## config.mk

```make
export PLATFORM = sky130hd
export DESIGN_NAME = fetch_stage
export DESIGN_NICKNAME = d
export VERILOG_FILES = /design/src/rtl/fetch_stage.sv
export SDC_FILE = /design/constraint.sdc
export NUM_CORES = 1
export LEC_CHECK = 0
export BUFFER_PORTS_ARGS = -buffer_cell sky130_fd_sc_hd__buf_2
export CAP_MARGIN = 10
export CORE_UTILIZATION = 45
export DETAILED_ROUTE_END_ITERATION = 6
export PLACE_DENSITY = 0.73
export SYNTH_ARGS = -nofsm -noshare
export SYNTH_HDL_FRONTEND = slang
export SYNTH_SLANG_ARGS = --single-unit
```

## constraint.sdc

```tcl
create_clock -name clk -period 6.5 [get_ports clk]
set_input_delay 0.65 -clock clk [delete_from_list [all_inputs] [get_ports clk]]
set_output_delay 0.65 -clock clk [all_outputs]
set_load 0.05 [all_outputs]
```

## src/rtl/fetch_stage.sv

```systemverilog
// Instruction-fetch stage for the LEGv8 pipeline.
// Holds the PC, drives imem, and loads the IF/ID register.
module fetch_stage #(
    parameter int unsigned      N         = 64,
    parameter logic [N-1:0]     RESET_PC  = '0,
    parameter logic [31:0]      NOP_INSTR = 32'hD503201F
) (
    input  logic         clk,
    input  logic         reset,
    input  logic [31:0]  IM_readData,
    output logic [N-1:0] IM_addr,
    input  logic         PCSrc,
    input  logic [N-1:0] PCBranch,
    input  logic         stall,
    input  logic         flush,
    output logic [31:0]  IF_ID_instr,
    output logic [N-1:0] IF_ID_pc,
    output logic         IF_ID_valid,
    output logic [31:0]  fetch_count
);

    localparam logic [N-1:0] PC_STEP = N'(4);

    logic [N-1:0] pc_q, pc_d;
    logic [31:0]  instr_q, instr_d;
    logic [N-1:0] ifpc_q, ifpc_d;
    logic         valid_q, valid_d;
    logic [31:0]  cnt_q, cnt_d;

    logic [N-1:0] pc_plus4;
    logic [N-1:0] branch_tgt;
    logic         branch_lsb_unused;

    // Target is forced word aligned; the low two bits never reach the PC.
    assign branch_tgt        = {PCBranch[N-1:2], 2'b00};
    assign branch_lsb_unused = ^PCBranch[1:0];
    assign pc_plus4          = pc_q + PC_STEP;

    // Redirect beats flush beats stall; a plain cycle fetches sequentially.
    always_comb begin
        pc_d    = pc_q;
        instr_d = instr_q;
        ifpc_d  = ifpc_q;
        valid_d = valid_q;
        cnt_d   = cnt_q;
        if (PCSrc) begin
            pc_d    = branch_tgt;
            instr_d = NOP_INSTR;
            ifpc_d  = pc_q;
            valid_d = 1'b0;
        end else if (flush) begin
            instr_d = NOP_INSTR;
            ifpc_d  = pc_q;
            valid_d = 1'b0;
            if (!stall) begin
                pc_d = pc_plus4;
            end
        end else if (stall) begin
            pc_d    = pc_q;
        end else begin
            pc_d    = pc_plus4;
            instr_d = IM_readData;
            ifpc_d  = pc_q;
            valid_d = 1'b1;
            cnt_d   = cnt_q + 32'd1;
        end
    end

    // PC, IF/ID register and fetch counter.
    always_ff @(posedge clk or posedge reset) begin
        if (reset) begin
            pc_q    <= RESET_PC;
            instr_q <= NOP_INSTR;
            ifpc_q  <= '0;
            valid_q <= 1'b0;
            cnt_q   <= '0;
        end else begin
            pc_q    <= pc_d;
            instr_q <= instr_d;
            ifpc_q  <= ifpc_d;
            valid_q <= valid_d;
            cnt_q   <= cnt_d;
        end
    end

    assign IM_addr     = pc_q;
    assign IF_ID_instr = instr_q;
    assign IF_ID_pc    = ifpc_q;
    assign IF_ID_valid = valid_q;
    assign fetch_count = cnt_q;

endmodule

```

==> results.toml <==
[synthesis]
avgSynthCellArea_um2 = 9.708
synth_area_mm2 = 0.008650
dominantRegCellSynth = "dfrtp_1"
synth.distinct_cells = 54
netlist_instances = 891
yosysWarnings = 0
ys_seq_area_share_pct = 54.87
async_reset_ff_share_pct = 100.0
synth-seq-cells = 189
synth-edff-count = 0

[floorplan]
rows = 50
ios = 294
core_mm2 = 0.01877
die_area_mm2 = 0.01978
die_y_um = 140.6
start_util_pct = 46.09
die_w_um = 140.6

[finish]
fill_cells = 1639
seq_area_mm2 = 0.004746
diodes = 0
nNetsFinal = 1259
multi_input_area_mm2 = 0.003666
drive_above_1_share_pct = 30.62
syn_to_final_growth_pct = 25.01

[clock_tree]
numCtsBuffers = 17
postCtsSetupBuffers = 0
clk_transition_reported_paths_ns = 0.07
postCtsHoldBufs = 0
ctsResizeCount = 0
root_buffer = "clkbuf_16"
clk_latency_ns = 0.43
clk_path_buf_depth = 2
cts-htree-levels = 4
clock_sinks = 189
cts_tree = "built"

[timing]
setup_viol = 0
relSlewSlack_pct = 26.77
rsz0062_at_grt = "no"
fin_ws_ns = 3.751
hold_viol_final = 0
slew_viol_final = 0
clock_skew_ns = 0.02307
worst_slew_pin_slew_ns = 1.098
fin_tns_setup_ns = 0
fin_crit_sh_pct = 42.30
fmax_ghz = 0.3637
period_needed_ns = 2.749

[global_route]
overflow = 0
grt_first_pass_wirelength_um = 37920
grt_max_degree = 121
grt_pass1_vias = 7102
antenna_found_initial = 0
grtUsageTotal_pct = 24.87

[outcome]
status = "finished clean"

[power]
seq_power_share_pct = 44.6
p_leak_nw = 5.294
intPower_mw = 1.954
ir_drop_v = 0.0001904
power.density_mw_per_mm2 = 288.2
pwr-share-clk_pct = 32.4
p_sw_share_pct = 37.30
p_comb_share_pct = 23.0
p_sw_mw = 1.162

[critical_path]
critPathLaunchType = "primary input"
cp_max_fo = 120
path_buf_inv = 2
r2r_setup_slack_ns = 3.85
rr_worst_depth = 5
reg2reg_from = "IM_addr[18]$_DFFE_PP0N_"
crit_required_ns = 6.76
cpPeakStageDelay_ns = 0.81
worstPathArrival_ns = 3.01
critPathKind = "primary input to flop"
cp_slowest_cell = "clkinv_1"
cp_top_family = "buffers and inverters"
r2r_end = "IM_addr[60]$_DFFE_PP0N_"
worstSetupEndpointType = "flop"
cp_cell_sequence = "buf_4 > clkinv_1 > and3_1 > mux2i_1 > o311ai_0"

[drt]
vias_per_cell = 5.307
drc_errors = 0
totalWireLength_um = 23970
drt_iter0_markers = 451
first_pass_iters = 5
post_drt_wl_per_cell_um = 17.08
num_vias = 7446
ant_nets = 0

[place]
dp_hpwl_um = 16910
dp_slack_ns = 3.391
port_buffers = 287
gp_congestion = 0.8344

[run]
drv_cap = 0

[hold_path]
hp-class = "primary input to asynchronous set/reset pin"
## Yosys cell counts (2+ instances only)
master,n,share of area (%)
nand2_1,244,11
dfrtp_1,176,51
o21ai_0,56,3.2
xnor2_1,43,4.4
nand3_1,39,2.3
clkbuf_1,38,1.6
nand4_1,37,2.7
xor2_1,31,3.1
nor2_1,28,1.2
a22o_1,20,2.0
and3_1,19,1.4
inv_1,14,0.61
dfstp_2,13,3.9
nor4_1,13,0.94
o22a_1,13,1.3
nor3_1,11,0.64
a31oi_1,8,0.58
and4_1,8,0.81
or3_1,8,0.58
buf_4,5,0.43
nor4_2,5,0.72
or4_1,5,0.43
and2_1,4,0.29
mux2i_1,4,0.46
a22oi_1,3,0.26
buf_2,3,0.17
nand3b_1,3,0.26
nand4_2,3,0.43
nor2b_1,3,0.22
a211o_1,2,0.20
a221o_1,2,0.23
buf_1,2,0.087
ha_1,2,0.29
mux2_2,2,0.26
nand2b_1,2,0.14
o31a_1,2,0.20
o31ai_1,2,0.17
or2_2,2,0.14
## cells in the final DEF, fill, tap and decap left out, types with 8 or more instances in the layout
master,count
a22o_1,20
a31oi_1,8
and3_1,19
and4_1,8
buf_2,286
clkbuf_16,17
dfrtp_1,176
dfstp_2,13
inv_1,13
nand2_1,243
nand3_1,39
nand4_1,37
nor2_1,28
nor3_1,10
nor4_1,13
o21ai_0,56
o22a_1,13
or3_1,8
xnor2_1,43
xor2_1,31
## worst max-delay path by stage
stage                     startpoint  slack, ns                           to  cells past startpoint
final                          PCSrc       3.75      IM_addr[39]$_DFFE_PP0N_                      5
after global routing           PCSrc       3.55      IM_addr[39]$_DFFE_PP0N_                      5
after CTS                      PCSrc       3.85      IM_addr[39]$_DFFE_PP0N_                      5
after detailed placement       PCSrc       3.39      IM_addr[39]$_DFFE_PP0N_                      5
after global placement         PCSrc       3.44      IM_addr[39]$_DFFE_PP0N_                      5
after floorplan                reset       0.73  IF_ID_instr[10]$_DFFE_PP0P_                      1
## flip-flops by register name, indices dropped and copies added, names as in the netlist
register / count
IF_ID_instr: 32
IM_addr: 62
IF_ID_pc: 62
fetch_count: 32
IF_ID_valid: 1
## through the flow
step | cells | utilization, % | area [µm²] | hold slack (ns) | power [mW]
2_1_floorplan | 894 | - | 8661 | 0.6222 | 1.919
3_3_place_gp | 1371 | 54.55 | 10240 | 0.4457 | 2.119
3_5_place_dp | 1371 | 54.55 | 10240 | 0.4503 | 2.131
4_1_cts | 1403 | 57.61 | 10810 | 0.3998 | 3.151
5_1_grt | 1403 | 57.61 | 10810 | 0.4172 | 3.255
6_report | 1403 | 57.61 | 10810 | 0.3670 | 3.116
## power groups by stage
stage / sequential (mW) / clock [mW] / combinational, mW
6_report: 1.39 / 1.01 / 0.716
3_5_place_dp: 1.41 / 0 / 0.721
2_1_floorplan: 1.74 / 0 / 0.177
5_1_grt: 1.41 / 1.09 / 0.763
3_3_place_gp: 1.41 / 0 / 0.713
4_1_cts: 1.39 / 1.04 / 0.723
## cells by family (layout without fill, tap and decap cells)
kind of cell,count (synthesis),after routing,synth area share [%]
compound gates,115,115,8.896
xor+xnor,74,74,7.493
fa+ha+maj,2,2,0.2893
buf+inv,63,338,2.994
flops,189,189,54.87
mux,6,6,0.7233
other cells,1,4,0.04335
simple gates,441,441,24.69
## per-layer routing
metal,share of wire [%],vias up,track usage (%)
met5,0,-,0
met2,47,250,39.04
met3,5.9,31,4.654
met4,2.0,0,9.840
li1,-,3606,-
met1,45,3559,34.19
## layout make-up
cell class | instances | area share (%)
clock buffer | 17 | 3.934
inverter | 15 | 0.5901
tap | 234 | 2.708
clock inverter | 15 | 1.389
timing repair buffer | 291 | 13.58
sequential | 189 | 43.89
multi-input combinational | 642 | 33.90
(Power assumes the default switching activity.)
